[src/rtl/button_debounce_multi.sv]
// button_debounce_multi
//
// Multi-channel push-button conditioner. Each channel runs its own 2-flop
// synchroniser and debounce FSM. A new level is accepted only after DEB_CYCLES
// consecutive stable synchronised samples. The block emits a registered stable
// level and one-cycle press/release pulses.
//
// Optional feature macro: LONG_PRESS_EN
//   Defined   : btn_long pulses once per press after LONG_CYCLES of continuous
//               HIGH-state time.
//   Undefined : btn_long is tied to 0 and the HIGH-state counter holds at 0.
//
// Ports:
//   clk         in   1     system clock
//   reset       in   1     synchronous, active-high reset
//   btn_in      in   N_CH  raw asynchronous button levels, 1 = pressed
//   btn_level   out  N_CH  debounced level per channel (registered)
//   btn_press   out  N_CH  one-cycle pulse when the debounced level rises
//   btn_release out  N_CH  one-cycle pulse when the debounced level falls
//   btn_long    out  N_CH  one-cycle long-press pulse (0 without LONG_PRESS_EN)

module button_debounce_multi #(
  parameter int unsigned N_CH        = 4,
  parameter logic [19:0] DEB_CYCLES  = 20'd1_000_000,
  parameter logic [31:0] LONG_CYCLES = 32'd100_000_000
) (
  input  logic            clk,
  input  logic            reset,
  input  logic [N_CH-1:0] btn_in,
  output logic [N_CH-1:0] btn_level,
  output logic [N_CH-1:0] btn_press,
  output logic [N_CH-1:0] btn_release,
  output logic [N_CH-1:0] btn_long
);

  localparam logic [31:0] MAX_CYC = (32'(DEB_CYCLES) > LONG_CYCLES) ? 32'(DEB_CYCLES)
                                                                    : LONG_CYCLES;
  localparam int unsigned CNT_W = $clog2(MAX_CYC + 32'd1);

  localparam logic [CNT_W-1:0] DEB_LAST = CNT_W'(DEB_CYCLES - 20'd1);
`ifdef LONG_PRESS_EN
  localparam logic [CNT_W-1:0] LONG_LAST = CNT_W'(LONG_CYCLES - 32'd1);
  // Counter parks here after the long pulse so LONG_LAST is never revisited.
  localparam logic [CNT_W-1:0] LONG_SAT  = CNT_W'(LONG_CYCLES);
`endif

  typedef enum logic [1:0] {
    StLow,
    StWaitHigh,
    StHigh,
    StWaitLow
  } state_e;

  for (genvar i = 0; i < N_CH; i++) begin : g_ch
    state_e           state_q, state_d;
    logic [CNT_W-1:0] cnt_q, cnt_d;
    logic             sync1_q, sync2_q;
    logic             level_q, level_d;
    logic             press_q, press_d;
    logic             release_q, release_d;
`ifdef LONG_PRESS_EN
    logic             long_q, long_d;
`endif

    always_ff @(posedge clk) begin
      if (reset) begin
        sync1_q   <= 1'b0;
        sync2_q   <= 1'b0;
        state_q   <= StLow;
        cnt_q     <= '0;
        level_q   <= 1'b0;
        press_q   <= 1'b0;
        release_q <= 1'b0;
`ifdef LONG_PRESS_EN
        long_q    <= 1'b0;
`endif
      end else begin
        sync1_q   <= btn_in[i];
        sync2_q   <= sync1_q;
        state_q   <= state_d;
        cnt_q     <= cnt_d;
        level_q   <= level_d;
        press_q   <= press_d;
        release_q <= release_d;
`ifdef LONG_PRESS_EN
        long_q    <= long_d;
`endif
      end
    end

    always_comb begin
      state_d   = state_q;
      cnt_d     = cnt_q;
      press_d   = 1'b0;
      release_d = 1'b0;
`ifdef LONG_PRESS_EN
      long_d    = 1'b0;
`endif
      unique case (state_q)
        StLow: begin
          if (sync2_q) begin
            state_d = StWaitHigh;
            cnt_d   = '0;
          end
        end
        StWaitHigh: begin
          if (!sync2_q) begin
            state_d = StLow;
            cnt_d   = '0;
          end else if (cnt_q == DEB_LAST) begin
            state_d = StHigh;
            cnt_d   = '0;
            press_d = 1'b1;
          end else begin
            cnt_d = cnt_q + 1'b1;
          end
        end
        StHigh: begin
          if (!sync2_q) begin
            state_d = StWaitLow;
            cnt_d   = '0;
          end else begin
`ifdef LONG_PRESS_EN
            if (cnt_q == LONG_LAST) begin
              long_d = 1'b1;
            end
            if (cnt_q != LONG_SAT) begin
              cnt_d = cnt_q + 1'b1;
            end
`else
            cnt_d = '0;
`endif
          end
        end
        StWaitLow: begin
          if (sync2_q) begin
            // Bounce back: long-press timing restarts from zero.
            state_d = StHigh;
            cnt_d   = '0;
          end else if (cnt_q == DEB_LAST) begin
            state_d   = StLow;
            cnt_d     = '0;
            release_d = 1'b1;
          end else begin
            cnt_d = cnt_q + 1'b1;
          end
        end
        default: begin
          state_d = StLow;
          cnt_d   = '0;
        end
      endcase
      // Level follows the next state so it lines up with the pulses.
      level_d = (state_d == StHigh) || (state_d == StWaitLow);
    end

    assign btn_level[i]   = level_q;
    assign btn_press[i]   = press_q;
    assign btn_release[i] = release_q;
`ifdef LONG_PRESS_EN
    assign btn_long[i]    = long_q;
`else
    assign btn_long[i]    = 1'b0;
`endif
  end

endmodule

[config.mk]
export PLATFORM = sky130hd
export DESIGN_NAME = button_debounce_multi
export DESIGN_NICKNAME = d
export VERILOG_FILES = /design/src/rtl/button_debounce_multi.sv
export SDC_FILE = /design/constraint.sdc
export NUM_CORES = 1
export LEC_CHECK = 0
export CAP_MARGIN = 20
export CORE_ASPECT_RATIO = 1.25
export CORE_MARGIN = 4
export CORE_UTILIZATION = 50
export CTS_CLUSTER_DIAMETER = 100
export DETAILED_ROUTE_END_ITERATION = 10
export PLACE_DENSITY = 0.7
export REMOVE_ABC_BUFFERS = 1
export SLEW_MARGIN = 30
export SYNTH_ARGS = -nofsm -noshare
export SYNTH_HDL_FRONTEND = slang
export SYNTH_SLANG_ARGS = --single-unit
export TNS_END_PERCENT = 1
[constraint.sdc]
create_clock -name clk -period 4.1 [get_ports clk]
set_input_delay 0.82 -clock clk [delete_from_list [all_inputs] [get_ports clk]]
set_output_delay 0.82 -clock clk [all_outputs]
set_load 0.02 [all_outputs]
Yosys cells after proc, flatten, opt, wreduce, memory -nomap -nowiden
Index checks and enable logic that the tools add are counted.

Flip-flop bits (word level): 136. Word-level logic and storage cells: 140. Output and inout port bits: 16.

Multiplexer cells: 52. $add $sub $neg: 4. Reduce and logical (&&, ||, !) cells: 16. Bitwise gates (word level): 12. Equality and inequality tests: 28.

Operator list (number): 2-to-1 mux 27 bit (16); one-hot mux 27 bit (4 select lines) (4); adder 27 x 1 -> 27 bit, second input constant (4); equality test 27 x 20 -> 1 bit, second input constant (4); 2-to-1 mux 2 bit (24); equality test 2 bit, second input constant (16); one-hot mux 2 bit (4 select lines) (4); OR reduction 3 bit (8); NOT 1 bit (12); equality test 2 x 1 -> 1 bit, second input constant (4); zero test 2 bit (4); != test 2 bit, second input constant (4); logical OR 1 bit (4); 2-to-1 mux 1 bit (4).

Depth between registers and ports, before layout
Gate-level depths: netlist of the first run.

Depth in word-level cells: 6. Mapped depth: 8.

Worst setup path before layout of the first run
OpenSTA, ideal clock, no wires.

Path kind: input to register. Start point: in reset. End point: reg g_ch[1].cnt_q[13]. Setup slack: 1949 ps. Arrival: 2077 ps. Setup time: 74 ps. Path buffers: 3. Required time: 4026 ps. Stages on the path: 7. Path through: clkbuf_1 or2_2 a211oi_1 buf_2 buf_2 a31oi_1 a31oi_1.

RTL lines: start, declared (RTL line 28) `input logic reset,`; end signal, assigned (RTL line 81) `cnt_q <= cnt_d;`; end, declared (RTL line 56) `logic [CNT_W-1:0] cnt_q, cnt_d;`.

Worst setup path in the final report of the first run
Start point: reg g_ch[1].cnt_q[9]. End point: reg g_ch[1].cnt_q[4].

Cells in the longest elaborated chain, start to end: 4. Elaborated cells on any way between the ends: 5. Classes of those cells: eq/ne (1); mux (4).

RTL lines: equality test 27 x 20 -> 1 bit (*) (RTL line 110, 140); 2-to-1 mux 27 bit (*) (RTL line 110, 140); 2-to-1 mux 27 bit (on tied branches) (RTL line 136, 107); one-hot mux 27 bit (4 select lines) (*) (RTL line 99) `unique case (state_q)`.

Mark *: on every way between the ends. The rest lies on a longest branch, timed or not. A chain may end at the register's enable or synchronous reset.

==> reports/results.ini, run 1 <==
[grt]
grt_pass1_vias = 5223
grt_pass1_wl_mm = 24.18
grt.total_usage = 0.2016
grt_max_degree = 44
grt_overflow_total = 0
antenna_found_initial = 0

[detailed_routing]
ant_nets = 0
dr.pass1.iters = 4
num_vias = 5510
via_per_inst = 5.770
wl_per_cell_um = 14.75
drt_wl_total_mm = 14.08
drc = 0
drt-initial-drc-count = 300

[status]
outcome = complete, no violations

[timing]
hold_violations = 0
worst_slew_pin_slew_ns = 0.9390
finalMaxSlewViolations = 0
period_share = 0.6603
finalClockSkew_ns = 0.008411
period_minus_slack_ns = 2.707
setup_tns_ns = 0
rsz0062_at_grt = false
slew_headroom = 0.3717
setup_viol = 0
timing.fmax_mhz = 369.4

[critical_path]
endpoint_kind = flip-flop
cp_cell_sequence = or4b_2 -> nor4_4 -> a211oi_2 -> nor2_1 -> nor2_1
worst_ep_required_time_ns = 4.38
reg2reg_depth = 5
crit_path_start_kind = flip-flop
timing.rr.end = g_ch[1].cnt_q[4]
cp_top_family = simple AND/OR/NAND/NOR gates
cp_max_fo = 14
r2r-start = g_ch[1].cnt_q[9]
cp_num_buf_inv = 0
slowest_delay_ns = 0.76
r2r_setup_slack_ns = 1.39
worst_path_max_delay_cell = nor2_1
crit_path_frequent_cell = nor2_1
path_class = reg2reg
cp_data_arrival_time_ns = 2.98

[finish]
diodes = 0
layout_commonest_cell = dfxtp_1
fin_util = 0.5722
nets = 784
fillers = 1178
area_growth_syn_to_layout_pct = 12.38
drive_above_1_share = 0.06861
final_cell_mix = 135 x dfxtp_1, 118 x nor2_1, 67 x nand2_1, 48 x nand3_1, 41 x xor2_1

[synthesis]
synth_seq_cells = 135
syn_area_um2 = 6447
synth_area_leader_cell = dfxtp_1
avgSynthCellArea_um2 = 8.395
synth_area_leaders = dfxtp_1 42%, nor2_1 6.9%, xor2_1 5.6%, xnor2_1 4.8%, nand2_1 3.9%
async_flop_share = 0
synth-main-ff-cell = dfxtp_1
yosysWarnings = 0
synth_cells = 768
synth_edf_count = 0
yosysSeqAreaShare = 0.4192
ys_types = 62
synth_top_area_frac = 0.4192

[die]
dieHeight_um = 135.0
start_util = 0.5092
chipWidth_um = 109.6
io-pin-count = 22
rows = 46
die_area_um2 = 14790
core_area_um2 = 12660

[placed_design]
port_buffers = 17
hpwl_mm = 9.947
gp_congestion = 0.9108

[clock_network]
numCtsBuffers = 17
cts_tree = done
post_cts_buffers = 0
clk_pin_slew_ns = 0.06
cts_sinks = 135
root_buffer = clkbuf_16
cts_hold_buf = 0
htreeDepth = 4
clock_path_buffers = 2
worstSkewPairLatency_ns = 0.43
ctsResizeCount = 0

[power]
leakagePower_nw = 2.385
powerDensity_nw_per_um2 = 385.3
peakVddDrop_v = 0.0002545

[worst_hold_path]
hold_path_end = g_ch[3].sync2_q
worstHoldPathCells = 1
hold_path.class = reg2reg
hold_start = g_ch[3].sync1_q

[run]
max_cap_violations = 0

-- worst register-to-register path, stage by stage (launching register included) --
cell	delay, ns
dfxtp_1	0.44
or4b_2	0.65
nor4_4	0.36
a211oi_2	0.23
nor2_1	0.76
nor2_1	0.12
-- synth_stat cells, types with 8 or more instances --
cell type,number
dfxtp_1,135
nor2_1,118
nand2_1,67
nand3_1,48
xor2_1,41
nand4_1,35
xnor2_1,35
nor4_1,27
a31oi_1,23
nor3_1,23
a21oi_1,16
and3_1,16
buf_4,16
nor4b_1,14
o21ai_0,13
clkbuf_1,12
inv_1,12
nor2b_1,10
and4_1,9
buf_2,9
or4_1,9
or3_1,8
-- layout make-up --
cell class	instances	area (um^2)	share of cell area
Clock inverter	10	71.32	0.009843
Clock buffer	22	484.2	0.06683
Inverter	13	48.80	0.006735
Sequential cell	135	2703	0.3730
Tap cell	168	210.2	0.02901
Timing Repair Buffer	22	207.7	0.02867
Multi-Input combinational cell	585	3521	0.4859
-- stage by stage --
stage,cells,power (W),instance area (um^2),hold slack (ns),setup WS [ns]
final,955,0.002792,7246,0.4342,1.393
after global routing,955,0.002885,7246,0.4484,1.187
after CTS,955,0.002820,7241,0.4391,1.408
after detailed placement,923,0.001414,6685,0.4255,1.097
after global placement,923,0.001412,6668,0.4208,1.168
after floorplan,733,0.001385,6245,0.4138,1.180
-- where the power goes --
| group | switching, W | internal [W] | leakage, nW | total [W] |
|---|---|---|---|---|
| logic | 0.0000460 | 0.0000173 | 1.03 | 0.0000632 |
| registers | 0.00000471 | 0.00132 | 1.09 | 0.00132 |
| clock network | 0.000571 | 0.000835 | 0.265 | 0.00141 |
-- state kept, by name, summed over array words and instances, names as in the netlist --
register,count
g_ch.cnt_q,108
g_ch.state_q,8
g_ch.press_q,4
g_ch.release_q,4
g_ch.sync1_q,4
g_ch.sync2_q,4
g_ch.level_q,3
-- routing by layer --
metal / GRT usage / wire length (um)
met2: 0.3269 / 6846
met5: 0 / 0
met1: 0.2526 / 6429
met3: 0.04304 / 518
met4: 0.09702 / 288
-- worst max-delay path by stage --
stage,start,end,slack (ns),depth (start not counted)
floorplan,reset,g_ch[1].cnt_q[12],1.18,4
finish,g_ch[1].cnt_q[9],g_ch[1].cnt_q[4],1.39,5
detailed placement,reset,g_ch[1].cnt_q[4],1.10,5
global route,g_ch[1].cnt_q[9],g_ch[1].cnt_q[9],1.19,5
CTS,g_ch[1].cnt_q[9],g_ch[1].cnt_q[4],1.41,5
global placement,reset,g_ch[1].cnt_q[15],1.17,5
-- logic make-up (layout without fill, tap and decap cells) --
group,count (synthesis),in the layout,share of synthesized area
compound gates,80,80,0.07996
xor+xnor,76,76,0.1032
fa+ha+maj,4,4,0.007763
buf+inv,51,67,0.04075
flops,135,135,0.4192
mux,7,7,0.01087
other cells,1,4,0.0005816
simple gates,414,414,0.3377
No activity file was read; power rests on OpenSTA's default activity.
==> inputs of run 2 (changes only) <==
==> constraint.sdc (replaced) <==
create_clock -name clk -period 2.8 [get_ports clk]
set_input_delay 0.56 -clock clk [delete_from_list [all_inputs] [get_ports clk]]
set_output_delay 0.56 -clock clk [all_outputs]
set_load 0.02 [all_outputs]
==> run 2 against run 1 <==
  * Global-route usage grew 0.47 points
  * Setup slack worse by 1.0 ns
  * Critical path depth increased by 1
  * Combinational power rose by 61%
  * Flip-flop and latch count unchanged
  * Wire length increased by 0.80%
  * Sequential power rose by 47%
  * Clock skew rose by 0.0011 ns
  * Core utilization grew 0.41 points
  * Highest routed layer unchanged
==> reports/results.ini, run 2 (synthesis results as in run 1) <==
[status]
outcome = complete, no violations

[finish]
largest_register_ffs = 108
top_register = g_ch.cnt_q
diodes = 0
nets = 794
layout_commonest_cell = dfxtp_1
fin_area_um2 = 7298
drive_above_1_share = 0.07547
top_regs = g_ch.cnt_q: 108 flops, g_ch.state_q: 8 flops
final_cell_mix = 135 x dfxtp_1, 117 x nor2_1, 67 x nand2_1, 48 x nand3_1, 41 x xor2_1
area_growth_syn_to_layout_pct = 13.20

[placed_design]
post_dp_cell_area_um2 = 6743
hpwl_mm = 9.944
port_buffers = 17
gp_congestion = 0.9207
place_ws_ns = 0.2761

[timing]
holdWs_ns = 0.4362
period_minus_slack_ns = 2.406
hold_violations = 0
worst_slew_pin_slew_ns = 0.8804
period_share = 0.8594
finalMaxSlewViolations = 0
timing.fmax_mhz = 415.6
setup_viol = 0
slew_headroom = 0.4086
finalClockSkew_ns = 0.009465
rsz0062_at_grt = false
final.setup.worst_slack_ns = 0.3937
setup_tns_ns = 0

[die]
dieHeight_um = 135.0
core_area_um2 = 12660
rows = 46
io-pin-count = 22
chipWidth_um = 109.6
start_util = 0.5092
die_area_um2 = 14790

[worst_hold_path]
worstHoldPathCells = 1
hold_path.class = reg2reg
hold_start = g_ch[3].sync1_q
hold_path_end = g_ch[3].sync2_q

[detailed_routing]
drc = 0
dr.pass1.iters = 4
drt_wl_total_mm = 14.20
drt-initial-drc-count = 271
wl_per_cell_um = 14.74
via_per_inst = 5.808
ant_nets = 0
num_vias = 5593

[critical_path]
endpoint_kind = flip-flop
r2r-start = g_ch[3].cnt_q[11]
r2r_setup_slack_ns = 0.39
crit_path_start_kind = flip-flop
path_class = reg2reg
worst_ep_required_time_ns = 3.11
cp_data_arrival_time_ns = 2.72
timing.rr.end = g_ch[3].cnt_q[16]
reg2reg_depth = 6
cp_max_fo = 16

[power]
leakagePower_nw = 2.434
peakVddDrop_v = 0.0003983
power_w = 0.004121
powerDensity_nw_per_um2 = 564.6

[clock_network]
htreeDepth = 4
numCtsBuffers = 17
clock_path_buffers = 2
cts_tree = done
post_cts_buffers = 0
cts_sinks = 135
worstSkewPairLatency_ns = 0.43
cts_hold_buf = 0
ctsResizeCount = 0
clk_pin_slew_ns = 0.05
root_buffer = clkbuf_16

[grt]
grt_pass1_wl_mm = 24.71
antenna_found_initial = 0
grt.total_usage = 0.2063
grt_pass1_vias = 5354
grt_overflow_total = 0
grt_max_degree = 29

[run]
max_cap_violations = 0

[run 2: cell count changes in the layout (fill, tap and decap cells not counted), moves of 2 or more]
cell / previous run / this run
buf_4: 5 / 15
clkinv_2: 3 / 5
clkinv_4: 2 / 0
nor4_1: 25 / 27
nor4_2: 2 / 0
[run 2: cell type report]
cell class / count / area [um^2]
fillers: 1153 / 5364
flip-flops and latches: 135 / 2703
inverters: 13 / 48.80
clock buffers: 21 / 470.5
repair buffers: 32 / 282.8
multi-input cells: 585 / 3506
well taps: 168 / 210.2
clock inverters: 9 / 77.57
[run 2: routing by layer]
layer	vias up	track usage	wire length, um	part of all wire
li1	2781	-	-	-
met1	2669	0.2617	6466	0.46
met2	119	0.3313	6961	0.49
met3	24	0.04639	489	0.034
met4	0	0.09563	277	0.020
met5	-	0	0	0
[run 2: power by group]
| group | total, W | internal [W] | switching (W) |
|---|---|---|---|
| clock network | 0.00208 | 0.00127 | 0.000814 |
| registers | 0.00194 | 0.00193 | 0.00000699 |
| logic | 0.000102 | 0.0000319 | 0.0000697 |
| total | 0.00412 | 0.00323 | 0.000890 |
[run 2: metrics by stage]
stage / util / std cells
2_1_floorplan: - / 733
3_3_place_gp: 0.5325 / 933
3_5_place_dp: 0.5325 / 933
4_1_cts: 0.5758 / 963
5_1_grt: 0.5764 / 963
6_report: 0.5764 / 963
[run 2: worst max path at each step]
stage	startpoint	endpoint	slack (ns)	cells after the start
floorplan	g_ch[1].state_q[1]	g_ch[1].cnt_q[12]	0.06	5
global placement	g_ch[1].cnt_q[24]	g_ch[1].cnt_q[15]	0.39	5
detailed placement	g_ch[1].cnt_q[9]	g_ch[1].cnt_q[5]	0.28	5
CTS	g_ch[1].cnt_q[24]	g_ch[1].cnt_q[4]	0.26	5
global route	g_ch[0].cnt_q[6]	g_ch[0].press_q	0.22	4
finish	g_ch[3].cnt_q[11]	g_ch[3].cnt_q[16]	0.39	6
[run 2: critical path: stages, from the launching register on]
cell	delay (ns)
dfxtp_1	0.37
or4b_1	0.56
nor4_1	0.45
a211oi_1	0.17
o31ai_2	0.39
buf_4	0.28
nor2_1	0.07
